File: src/rtl/pipe_pkg.sv
// Shared types and per-stage default widths for the pipeline-stage registers.
package pipe_pkg;

  typedef enum logic [1:0] {
    ST_EMPTY = 2'b00,
    ST_FULL  = 2'b01,
    ST_SKID  = 2'b10
  } state_e;

  localparam int IFID_DATA_W  = 64;
  localparam int IFID_CTRL_W  = 1;
  localparam int IDEX_DATA_W  = 138;
  localparam int IDEX_CTRL_W  = 9;
  localparam int EXMEM_DATA_W = 107;
  localparam int EXMEM_CTRL_W = 5;
  localparam int MEMWB_DATA_W = 71;
  localparam int MEMWB_CTRL_W = 2;

endpackage

File: src/rtl/pipe_sat_cnt.sv
// Saturating up-counter with increment enable; sticks at all-ones until reset.
module pipe_sat_cnt
  import pipe_pkg::*;
#(
  parameter int W = 16
) (
  input  logic         i_clk,
  input  logic         i_rst,
  input  logic         i_en,
  output logic [W-1:0] o_cnt
);

  logic [W-1:0] cnt_q;
  logic [W-1:0] cnt_d;

  always_comb begin
    cnt_d = cnt_q;
    if (i_en && (cnt_q != {W{1'b1}})) begin
      cnt_d = cnt_q + {{(W-1){1'b0}}, 1'b1};
    end
  end

  always_ff @(posedge i_clk or posedge i_rst) begin
    if (i_rst) begin
      cnt_q <= '0;
    end else begin
      cnt_q <= cnt_d;
    end
  end

  assign o_cnt = cnt_q;

endmodule

File: src/rtl/r_pipe_stage.sv
// Configurable pipeline-stage register with valid/ready handshake, flush-to-bubble,
// optional skid entry for a registered ready, and a saturating bubble counter.
module r_pipe_stage
  import pipe_pkg::*;
#(
  parameter int DATA_W = 128,
  parameter int CTRL_W = 9,
  parameter int SKID   = 1,
  parameter int CNT_W  = 16
) (
  input  logic              i_clk,
  input  logic              i_rst,
  input  logic              i_valid,
  output logic              o_ready,
  input  logic [DATA_W-1:0] i_data,
  input  logic [CTRL_W-1:0] i_ctrl,
  input  logic              i_flush,
  output logic              o_valid,
  input  logic              i_ready,
  output logic [DATA_W-1:0] o_data,
  output logic [CTRL_W-1:0] o_ctrl,
  output logic [CNT_W-1:0]  o_bubble_cnt
);

  state_e            state_q;
  state_e            state_d;
  logic [DATA_W-1:0] main_data_q;
  logic [DATA_W-1:0] main_data_d;
  logic [CTRL_W-1:0] main_ctrl_q;
  logic [CTRL_W-1:0] main_ctrl_d;
  logic [DATA_W-1:0] skid_data;
  logic [CTRL_W-1:0] skid_ctrl;
  logic              in_xfer;
  logic              out_xfer;

  assign o_valid  = (state_q != ST_EMPTY);
  assign in_xfer  = i_valid & o_ready;
  assign out_xfer = o_valid & i_ready;

  // Flush wins over every transfer; the skid entry always refills main before new input.
  always_comb begin
    state_d     = state_q;
    main_data_d = main_data_q;
    main_ctrl_d = main_ctrl_q;
    if (i_flush) begin
      state_d = ST_EMPTY;
    end else begin
      case (state_q)
        ST_EMPTY: begin
          if (in_xfer) begin
            state_d     = ST_FULL;
            main_data_d = i_data;
            main_ctrl_d = i_ctrl;
          end
        end
        ST_FULL: begin
          if (in_xfer && out_xfer) begin
            main_data_d = i_data;
            main_ctrl_d = i_ctrl;
          end else if (in_xfer) begin
            state_d = ST_SKID;
          end else if (out_xfer) begin
            state_d = ST_EMPTY;
          end
        end
        ST_SKID: begin
          if (out_xfer) begin
            state_d     = ST_FULL;
            main_data_d = skid_data;
            main_ctrl_d = skid_ctrl;
          end
        end
        default: state_d = ST_EMPTY;
      endcase
    end
  end

  always_ff @(posedge i_clk or posedge i_rst) begin
    if (i_rst) begin
      state_q     <= ST_EMPTY;
      main_data_q <= '0;
      main_ctrl_q <= '0;
    end else begin
      state_q     <= state_d;
      main_data_q <= main_data_d;
      main_ctrl_q <= main_ctrl_d;
    end
  end

  generate
    if (SKID != 0) begin : g_skid
      logic [DATA_W-1:0] skid_data_q;
      logic [CTRL_W-1:0] skid_ctrl_q;
      logic              ready_q;
      logic              skid_load;

      assign skid_load = (state_q == ST_FULL) & in_xfer & ~out_xfer & ~i_flush;

      // Ready is registered from the next state so upstream never sees a comb path.
      always_ff @(posedge i_clk or posedge i_rst) begin
        if (i_rst) begin
          skid_data_q <= '0;
          skid_ctrl_q <= '0;
          ready_q     <= 1'b1;
        end else begin
          if (skid_load) begin
            skid_data_q <= i_data;
            skid_ctrl_q <= i_ctrl;
          end
          ready_q <= (state_d != ST_SKID);
        end
      end

      assign skid_data = skid_data_q;
      assign skid_ctrl = skid_ctrl_q;
      assign o_ready   = ready_q;
    end else begin : g_noskid
      assign skid_data = '0;
      assign skid_ctrl = '0;
      assign o_ready   = i_ready | ~o_valid;
    end
  endgenerate

  assign o_data = main_data_q;
  assign o_ctrl = o_valid ? main_ctrl_q : '0;

  pipe_sat_cnt #(
    .W(CNT_W)
  ) u_bubble_cnt (
    .i_clk(i_clk),
    .i_rst(i_rst),
    .i_en (i_ready & ~o_valid),
    .o_cnt(o_bubble_cnt)
  );

endmodule
File: config.mk
export PLATFORM = sky130hd
export DESIGN_NAME = r_pipe_stage
export DESIGN_NICKNAME = d
export VERILOG_FILES = /design/src/rtl/pipe_pkg.sv /design/src/rtl/pipe_sat_cnt.sv /design/src/rtl/r_pipe_stage.sv
export SDC_FILE = /design/constraint.sdc
export NUM_CORES = 1
export LEC_CHECK = 0
export ABC_CLOCK_PERIOD_IN_PS = 18000
export CAP_MARGIN = 20
export CORE_MARGIN = 8
export CORE_UTILIZATION = 29
export CTS_CLUSTER_DIAMETER = 40
export DETAILED_ROUTE_END_ITERATION = 10
export PLACE_DENSITY = 0.52
export SLEW_MARGIN = 20
export SYNTH_ARGS = -nofsm -noshare
export SYNTH_HDL_FRONTEND = slang
export SYNTH_SLANG_ARGS = --single-unit
File: constraint.sdc
create_clock -name i_clk -period 18 [get_ports i_clk]
set_clock_uncertainty 0.1 [all_clocks]
set_input_delay 3.6 -clock i_clk [delete_from_list [all_inputs] [get_ports i_clk]]
set_output_delay 3.6 -clock i_clk [all_outputs]
set_load 0.1 [all_outputs]
Yosys cells after proc, flatten, opt, wreduce, memory -nomap -nowiden
Index checks and enable logic that the tools add are counted.

Register bits after elaboration: 293. Bits of input ports: 142. Output and inout port bits: 155. Logic and storage cells: 46.

Add/subtract/negate cells: 1. Equality and inequality tests: 7. Multiplexer cells: 16. Bitwise logic cells: 9. Reductions and logical operators: 6.

Operator list (count): 2-to-1 mux 128 bit (3); one-hot mux 128 bit (3 select lines) (1); 2-to-1 mux 9 bit (4); one-hot mux 9 bit (3 select lines) (1); adder 16 x 1 -> 16 bit, second input constant (1); != test 16 bit, second input constant (1); 2-to-1 mux 2 bit (6); != test 2 bit, second input constant (4); bitwise AND 1 bit (6); one-hot mux 2 bit (3 select lines) (1); AND reduction 5 bit (1); NOT 1 bit (3); nonzero test 3 bit (1); == test 2 x 1 -> 1 bit, second input constant (1); == test 2 bit, second input constant (1); logical AND 1 bit (2); logical NOT 2 bit (1); nonzero test 2 bit (1).

Longest topological paths before layout
Gate-level depths: netlist of run 1.

Word-level depth: 8. Depth in mapped cells: 8. Depth with buffers taken out: 6.

Modules after synthesis
From an unflattened synthesis of run 1, not the netlist that was laid out.

Cell total of the unflattened synthesis: 989. Area, all modules: 12360.6 µm².

By module, submodules not included: r_pipe_stage (times used 1, cells each 918, area an instance 11554.8 µm², seq. area each 6932.9 µm²); pipe_sat_cnt (times used 1, cells each 71, area an instance 805.8 µm², seq. area each 400.4 µm²).

Worst setup path before layout of run 1
No wires, ideal clock.

Path type: register to output. Start: register state_q[0]. End: output port o_ctrl[0]. Arrival time: 1980 ps. Required time: 14300 ps. Path slack: 12320 ps. Cell stages (with the launch flop): 4. Path buffers: 1. Cells stage by stage: dfrtp_1 nor2_1 clkbuf_1 nor2b_1.

Cells in the longest elaborated chain, start to end: 2.

RTL lines: start: declaration (line r_pipe_stage.sv:25) `state_e state_q;`; start signal: assignment (line r_pipe_stage.sv:84) `state_q <= state_d;`; nonzero test 2 bit (line r_pipe_stage.sv:36) `assign o_valid = (state_q != ST_EMPTY);`; 2-to-1 mux 9 bit (line r_pipe_stage.sv:125) `assign o_ctrl = o_valid ? main_ctrl_q : '0;`; end: declaration (line r_pipe_stage.sv:21) `output logic [CTRL_W-1:0] o_ctrl,`.

Every way passes these cells.

Final worst setup path of run 1
Start: register state_q[0]. End: output port o_ctrl[5].

Same word-level chain as after synthesis.

==> metrics.csv, run 1 <==
metric,value,unit
outcome,"finished, final reports clean",
Peak VDD IR,69.0,uV
count of different cell masters after synthesis,33,
Starting DRT DRC Count,374,
row cnt,77,
"Seq/Total Area, Yosys",56.8,%
initial antenna violation count,3,
Hold Crit Class,reg2reg,
Layout area overhead,38.5,%
synthesized area per cell,13.2,um2
Hold Fails Final Rpt,0,
crit path kind,reg2out,
Critical-path top delay cell,clkdlybuf4s50_1,
ANT nets after route,0,
Layout fillers,4178,
Longest Clk Path Bufs,3,
clock-pin slew on the worst setup and hold paths,0.05,ns
critical-path maximum fanout,12,
"non-filler cells, final",1905,
Worst setup SP type,flop,
area of the multi-input gates,5100,um2
relative slew slack,27.5,%
core area,44000,um2
Tcrit/Tclk final,36.0,%
Inserted Diodes,0,
syn nets,1123,
Seq cells post-synth,293,
crit path buf inv count,1,
RSZ-0062 raised after global routing,false,
Finished Cell Area,17900,um2
Die Ht,227,um
IO Count,297,
Vias,8314,
placed inst area,16200,um2
"delay-heaviest family, CP",buffers and inverters,
largest net degree at the start of global routing,125,
Vias/cell,4.36,
fin. max-slew vios,0,
M1 WL,14800,um
Worst Path Arrival,2.77,ns
drt pass-1 iters,4,
Sink Count,293,
CTS Buf Count,50,
leakage power,9.01,nW
Overflow after GRT,0,
fraction of layout cells with a size suffix above 1,18.0,%
max incr delay on CP,1.02,ns
CTS Root Cell,clkbuf_16,
CP Cell Sequence,"nor2_1, nor2b_1, clkdlybuf4s50_1",
Final setup violation count,0,
worst-skew pair later-pin latency,0.55,ns
# DRC,0,
Synth Area in Adders,0.0970,%
Initial Util,29.3,%
met2 routed wirelength,16500,um
DR WL/cell,17.9,um
vias in the first global route,8938,
CTS resizes,0,
area occupied by registers,7330,um2
GRT Util Overall,13.1,%
port bufs,296,
metal3 WL,2060,um
Required @ worst endpoint,14.30,ns
Setup crit end kind,output port,
mux contribution to synthesized area,26.4,%
pwr dens,153,nW/um2
gp weighted congestion,0.719,
synthesized area,12900,um2
CTS tree,done,
DP HPWL,22500,um
XOR/XNOR Fraction of Synth Area,1.02,%
crit path time final,6.47,ns
fmax,154,MHz
Max Cap Violations,0,
hold buffer count at CTS,0,
Gate Count Post-Synth,980,
WHS,0.371,ns
worst-margin pin slew,1.08,ns
Synth Area in Simple Gates,6.16,%
Top Layer Used,met5,
largest family of logic cells by synthesized area,multiplexers,
area fraction in compound gates after synthesis,5.69,%
Max H-tree Level,2,
total negative slack,0,ns
Synth Warn #,0,
Post-Route WL,34200,um
first-pass GRT wire length,53000,um
# Post-CTS Setup Buffers,0,
placed cells,1815,
die width,227,um
area of the die,51500,um2
Post-layout nets,1418,
"Power, Total",2.74,mW
Yosys cell counts (all sizes together):
cell	instances	share of area, %
a21o	1	0.058
or2b	1	0.058
ha	1	0.097
mux2	138	16
and3b	1	0.068
and4	3	0.20
o21ai	138	5.4
nor2b	10	0.48
nand2b	2	0.097
nor2	7	0.20
nand4	2	0.097
xnor2	9	0.61
or3	2	0.17
a211o	1	0.068
mux2i	137	11
dfrtp	292	57
buf	41	3.0
nand3	6	0.23
a211oi	2	0.12
inv	4	0.12
nor3	2	0.078
clkbuf	21	0.61
and3	1	0.049
dfstp	1	0.20
a31oi	1	0.097
nand2	148	4.3
nand3b	1	0.058
xor2	6	0.41
or2	1	0.049
worst reg2reg max path: cells and delay by family (launching register included):
kind	cells	cell delay, ns
buffers and inverters	1	0.91
and+or+nand+nor	3	1.01
DFF	1	0.38
muxes	1	0.50
sequential cells by signal (all words and copies together) (netlist names):
signal and flops:
g_skid.skid_data_q 128, o_data 128, u_bubble_cnt.o_cnt 16, g_skid.skid_ctrl_q 9
main_ctrl_q 9, state_q 2, o_ready 1
layer usage:
layer / track usage, % / vias to the layer above
met3: 3.67 / 54
met5: 0 / -
li1: - / 3996
met2: 21.5 / 188
met4: 4.45 / 6
met1: 16.3 / 4070
kinds of logic after synthesis:
family / after synthesis
simple gates: 187
xor+xnor: 15
mux: 275
buf+inv: 66
flops: 293
compound gates: 143
fa+ha+maj: 1
path summary, 6_finish.rpt:
check	startpoint	end	cells past startpoint	slack (ns)
setup / recovery	state_q[0]	o_ctrl[5]	3	11.53
hold / removal	main_ctrl_q[1]	main_ctrl_q[1]	2	0.37
setup reg to reg	state_q[1]	g_skid.skid_data_q[75]	5	14.99
hold reg to reg	main_ctrl_q[1]	main_ctrl_q[1]	2	0.37
max in group asynchronous	i_rst	main_ctrl_q[5]	4	12.10
min in group asynchronous	i_rst	o_data[51]	2	3.50
area by class of cell:
class | instances | area share [%]
multi-input combinational | 621 | 28.5
sequential | 293 | 41.0
clock inverter | 23 | 1.39
inverter | 4 | 0.126
clock buffer | 67 | 7.87
tap | 592 | 4.14
timing repair buffer | 305 | 17.0
metrics by stage:
| step | util (%) | setup WS [ns] |
|---|---|---|
| 2_1_floorplan | - | 6.21 |
| 3_3_place_gp | 36.8 | 11.33 |
| 3_5_place_dp | 36.8 | 11.32 |
| 4_1_cts | 40.6 | 11.42 |
| 5_1_grt | 40.6 | 11.38 |
| 6_report | 40.6 | 11.53 |
cells in the final DEF (no fill, tap or decap), types with 6 or more instances in the layout:
cell               n
mux2i_1          137
nor2b_1           10
nand2_1          148
clkbuf_8           7
clkbuf_16         51
o21ai_0          138
xnor2_1            9
clkbuf_1           9
dfrtp_1          292
clkdlybuf4s50_1  296
clkinv_2          10
mux2_4           130
nand3_1            6
mux2_2             8
nor2_1             7
buf_4              9
xor2_1             6
power by group:
group / switching, mW / internal [mW]
clock: 0.326 / 0.604
sequential: 0.0976 / 0.820
combinational: 0.604 / 0.292
Note: power is estimated with default switching activity, not from simulation.
==> run 2, diff against run 1 <==
--- a/config.mk
+++ b/config.mk
@@ -5,13 +5,13 @@
 export SDC_FILE = /design/constraint.sdc
 export NUM_CORES = 1
 export LEC_CHECK = 0
-export ABC_CLOCK_PERIOD_IN_PS = 18000
+export ABC_CLOCK_PERIOD_IN_PS = 5800
 export CAP_MARGIN = 20
 export CORE_MARGIN = 8
 export CORE_UTILIZATION = 29
 export CTS_CLUSTER_DIAMETER = 40
 export DETAILED_ROUTE_END_ITERATION = 10
-export PLACE_DENSITY = 0.52
+export PLACE_DENSITY = 0.54
 export SLEW_MARGIN = 20
 export SYNTH_ARGS = -nofsm -noshare
 export SYNTH_HDL_FRONTEND = slang
==> constraint.sdc (replaced) <==
create_clock -name i_clk -period 5.8 [get_ports i_clk]
set_clock_uncertainty 0.1 [all_clocks]
set_input_delay 1.16 -clock i_clk [delete_from_list [all_inputs] [get_ports i_clk]]
set_output_delay 1.16 -clock i_clk [all_outputs]
set_load 0.1 [all_outputs]
==> run 2 against run 1 <==
- flip-flop and latch count is the same
- worst setup slack lost 9.8 ns
- first-iteration DRC count rose by 29%
- largest cell class unchanged
- critical path depth did not move
- register-to-register slack worse by 12 ns
- largest power group unchanged
- clock-buffer cell count fell by 7
- global-route usage about the same
- non-clock buffer count grew 2
- critical endpoint is now o_ctrl[3]
- die area unchanged
- clock power rose to 3.6 times the previous value
- hold slack improved by 0.0014 ns
==> metrics.csv, run 2 (synthesis gave the netlist of run 1 again) <==
metric,value,unit,change
outcome,"finished, final reports clean",,unchanged
Max H-tree Level,2,,unchanged
Setup crit end kind,output port,,unchanged
crit path time final,4.06,ns,
Final Util,41.5,%,was 40.6%
sw frac,36.7,%,was 37.4%
Final setup violation count,0,,unchanged
critical-path maximum fanout,12,,unchanged
DP HPWL,22300,um,was 22500 um
Starting DRT DRC Count,482,,was 374
fmax,247,MHz,
Top Layer Used,met4,,was met5
port bufs,296,,unchanged
IO Count,297,,unchanged
clock power share,37.2,%,was 33.9%
worst-skew pair later-pin latency,0.58,ns,was 0.55 ns
initial antenna violation count,1,,was 3
gp weighted congestion,0.744,,was 0.719
fin. max-slew vios,0,,unchanged
CTS resizes,0,,unchanged
die width,227,um,unchanged
crit path buf inv count,1,,unchanged
total negative slack,0,ns,unchanged
Int Pwr,5.68,mW,was 1.72 mW
Die Ht,227,um,unchanged
M1 WL,14500,um,was 14800 um
reg2reg end,o_data[39],,was g_skid.skid_data_q[75]
drt pass-1 iters,4,,unchanged
met2 routed wirelength,16600,um,was 16500 um
pwr dens,491,nW/um2,was 153 nW/um2
sequential power share,31.7,%,was 33.5%
fraction of layout cells with a size suffix above 1,19.4,%,was 18.0%
Critical-path top delay cell,clkdlybuf4s50_1,,unchanged
Tcrit/Tclk final,69.9,%,
first-pass GRT wire length,52900,um,was 53000 um
switching pwr,3.29,mW,was 1.03 mW
vias in the first global route,8967,,was 8938
DR WL/cell,17.9,um,about the same
# DRC,0,,unchanged
Post-layout nets,1424,,was 1418
Required @ worst endpoint,4.54,ns,was 14.30 ns
worst-margin pin slew,1.09,ns,was 1.08 ns
"delay-heaviest family, CP",buffers and inverters,,unchanged
Reg2Reg Depth,4,,was 5
clock-pin slew on the worst setup and hold paths,0.05,ns,about the same
Longest Clk Path Bufs,3,,unchanged
Gate power share,31.1,%,was 32.6%
hold buffer count at CTS,0,,unchanged
crit path kind,reg2out,,unchanged
Peak VDD IR,241,uV,was 69.0 uV
CTS Buf Count,54,,was 50
ANT nets after route,0,,unchanged
max incr delay on CP,1.01,ns,was 1.02 ns
Max Cap Violations,0,,unchanged
R2R setup slack,3.24,ns,was 14.99 ns
reg-to-reg critical path startpoint,state_q[1],,unchanged
# Post-CTS Setup Buffers,0,,unchanged
leakage power,9.16,nW,was 9.01 nW
Sink Count,293,,unchanged
"commonest non-fill, non-tap cells in the layout","296 x clkdlybuf4s50_1, 292 x dfrtp_1, 148 x nand2_1, 138 x o21ai_0, 137 x mux2i_1",,unchanged
Hold EP,main_ctrl_q[4],,was main_ctrl_q[1]
row cnt,77,,unchanged
CTS Root Cell,clkbuf_16,,unchanged
Vias,8317,,was 8314
Hold Crit Class,reg2reg,,unchanged
Worst Path Arrival,2.80,ns,was 2.77 ns
core area,44000,um2,unchanged
Overflow after GRT,0,,unchanged
area of the die,51500,um2,unchanged
largest net degree at the start of global routing,151,,was 125
"commonest non-fill, non-tap cell in the layout",clkdlybuf4s50_1,,unchanged
Layout area overhead,41.4,%,was 38.5%
worst hold path depth,2,,unchanged
CP Cell Sequence,"nor2_1, nor2b_1, clkdlybuf4s50_1",,unchanged
Hold Fails Final Rpt,0,,unchanged
relative slew slack,27.0,%,was 27.5%
CTS tree,done,,unchanged
Worst setup SP type,flop,,unchanged
GRT Util Overall,13.1,%,about the same
Initial Util,29.3,%,unchanged
worst hold start,main_ctrl_q[4],,was main_ctrl_q[1]
RSZ-0062 raised after global routing,false,,unchanged
Post-Route WL,34200,um,about the same
Vias/cell,4.34,,was 4.36
metal3 WL,2000,um,was 2060 um
## run 2: cell types whose count changed in the layout (fill, tap and decap cells not counted)
cell,before,now
buf_12,0,5
clkbuf_1,9,0
bufinv_16,4,9
clkbuf_8,7,3
diode_2,0,1
inv_8,1,0
clkinv_4,5,6
clkinv_2,10,13
buf_4,9,6
clkinvlp_4,1,10
clkbuf_16,51,57
## run 2: worst min-delay path: stages, from the launching register on
cell	delay, ns
dfrtp_1	0.33
nand2_1	0.04
o21ai_0	0.06
## run 2: layout make-up
class,count,area [um2]
diodes,1,2.50
inverters,4,18.8
clock inverters,40,482
multi-input cells,621,5100
fillers,4173,25800
clock buffers,60,1470
flip-flops and latches,293,7330
repair buffers,307,3110
well taps,592,741
## run 2: how the worst max path moves through the flow
stage               startpoint                      to  cells past startpoint
floorplan                i_rst   g_skid.skid_ctrl_q[0]                      1
global placement       i_valid  g_skid.skid_data_q[59]                      6
detailed placement     i_ready              o_data[55]                      6
CTS                 state_q[0]               o_ctrl[2]                      3
global route        state_q[0]               o_ctrl[3]                      3
finish              state_q[0]               o_ctrl[3]                      3
## run 2: power groups by stage
stage	clock (mW)	combinational, mW	sequential [mW]
2_1_floorplan	0	0.767	4.18
5_1_grt	3.53	2.91	2.90
6_report	3.34	2.78	2.84
3_3_place_gp	0	2.79	2.86
3_5_place_dp	0	2.81	2.86
4_1_cts	3.44	2.82	2.85
## run 2: per-layer routing
layer  track usage, %  vias to the layer above
met3             3.49                       69
met2             21.6                      189
met5                0                        -
li1                 -                     4011
met1             16.0                     4048
met4             5.88                        0
## run 2: through the flow
step / hold slack (ns) / setup slack (ns) / instances / power (mW) / area, um2
final: 0.372 / 1.74 / 1918 / 8.96 / 18300
after global routing: 0.391 / 1.50 / 1918 / 9.34 / 18300
after detailed placement: 0.367 / 2.03 / 1817 / 5.67 / 16300
after global placement: 0.355 / 2.05 / 1817 / 5.65 / 16300
after floorplan: 0.342 / 0.652 / 980 / 4.94 / 12900
after CTS: 0.378 / 1.62 / 1917 / 9.10 / 18200
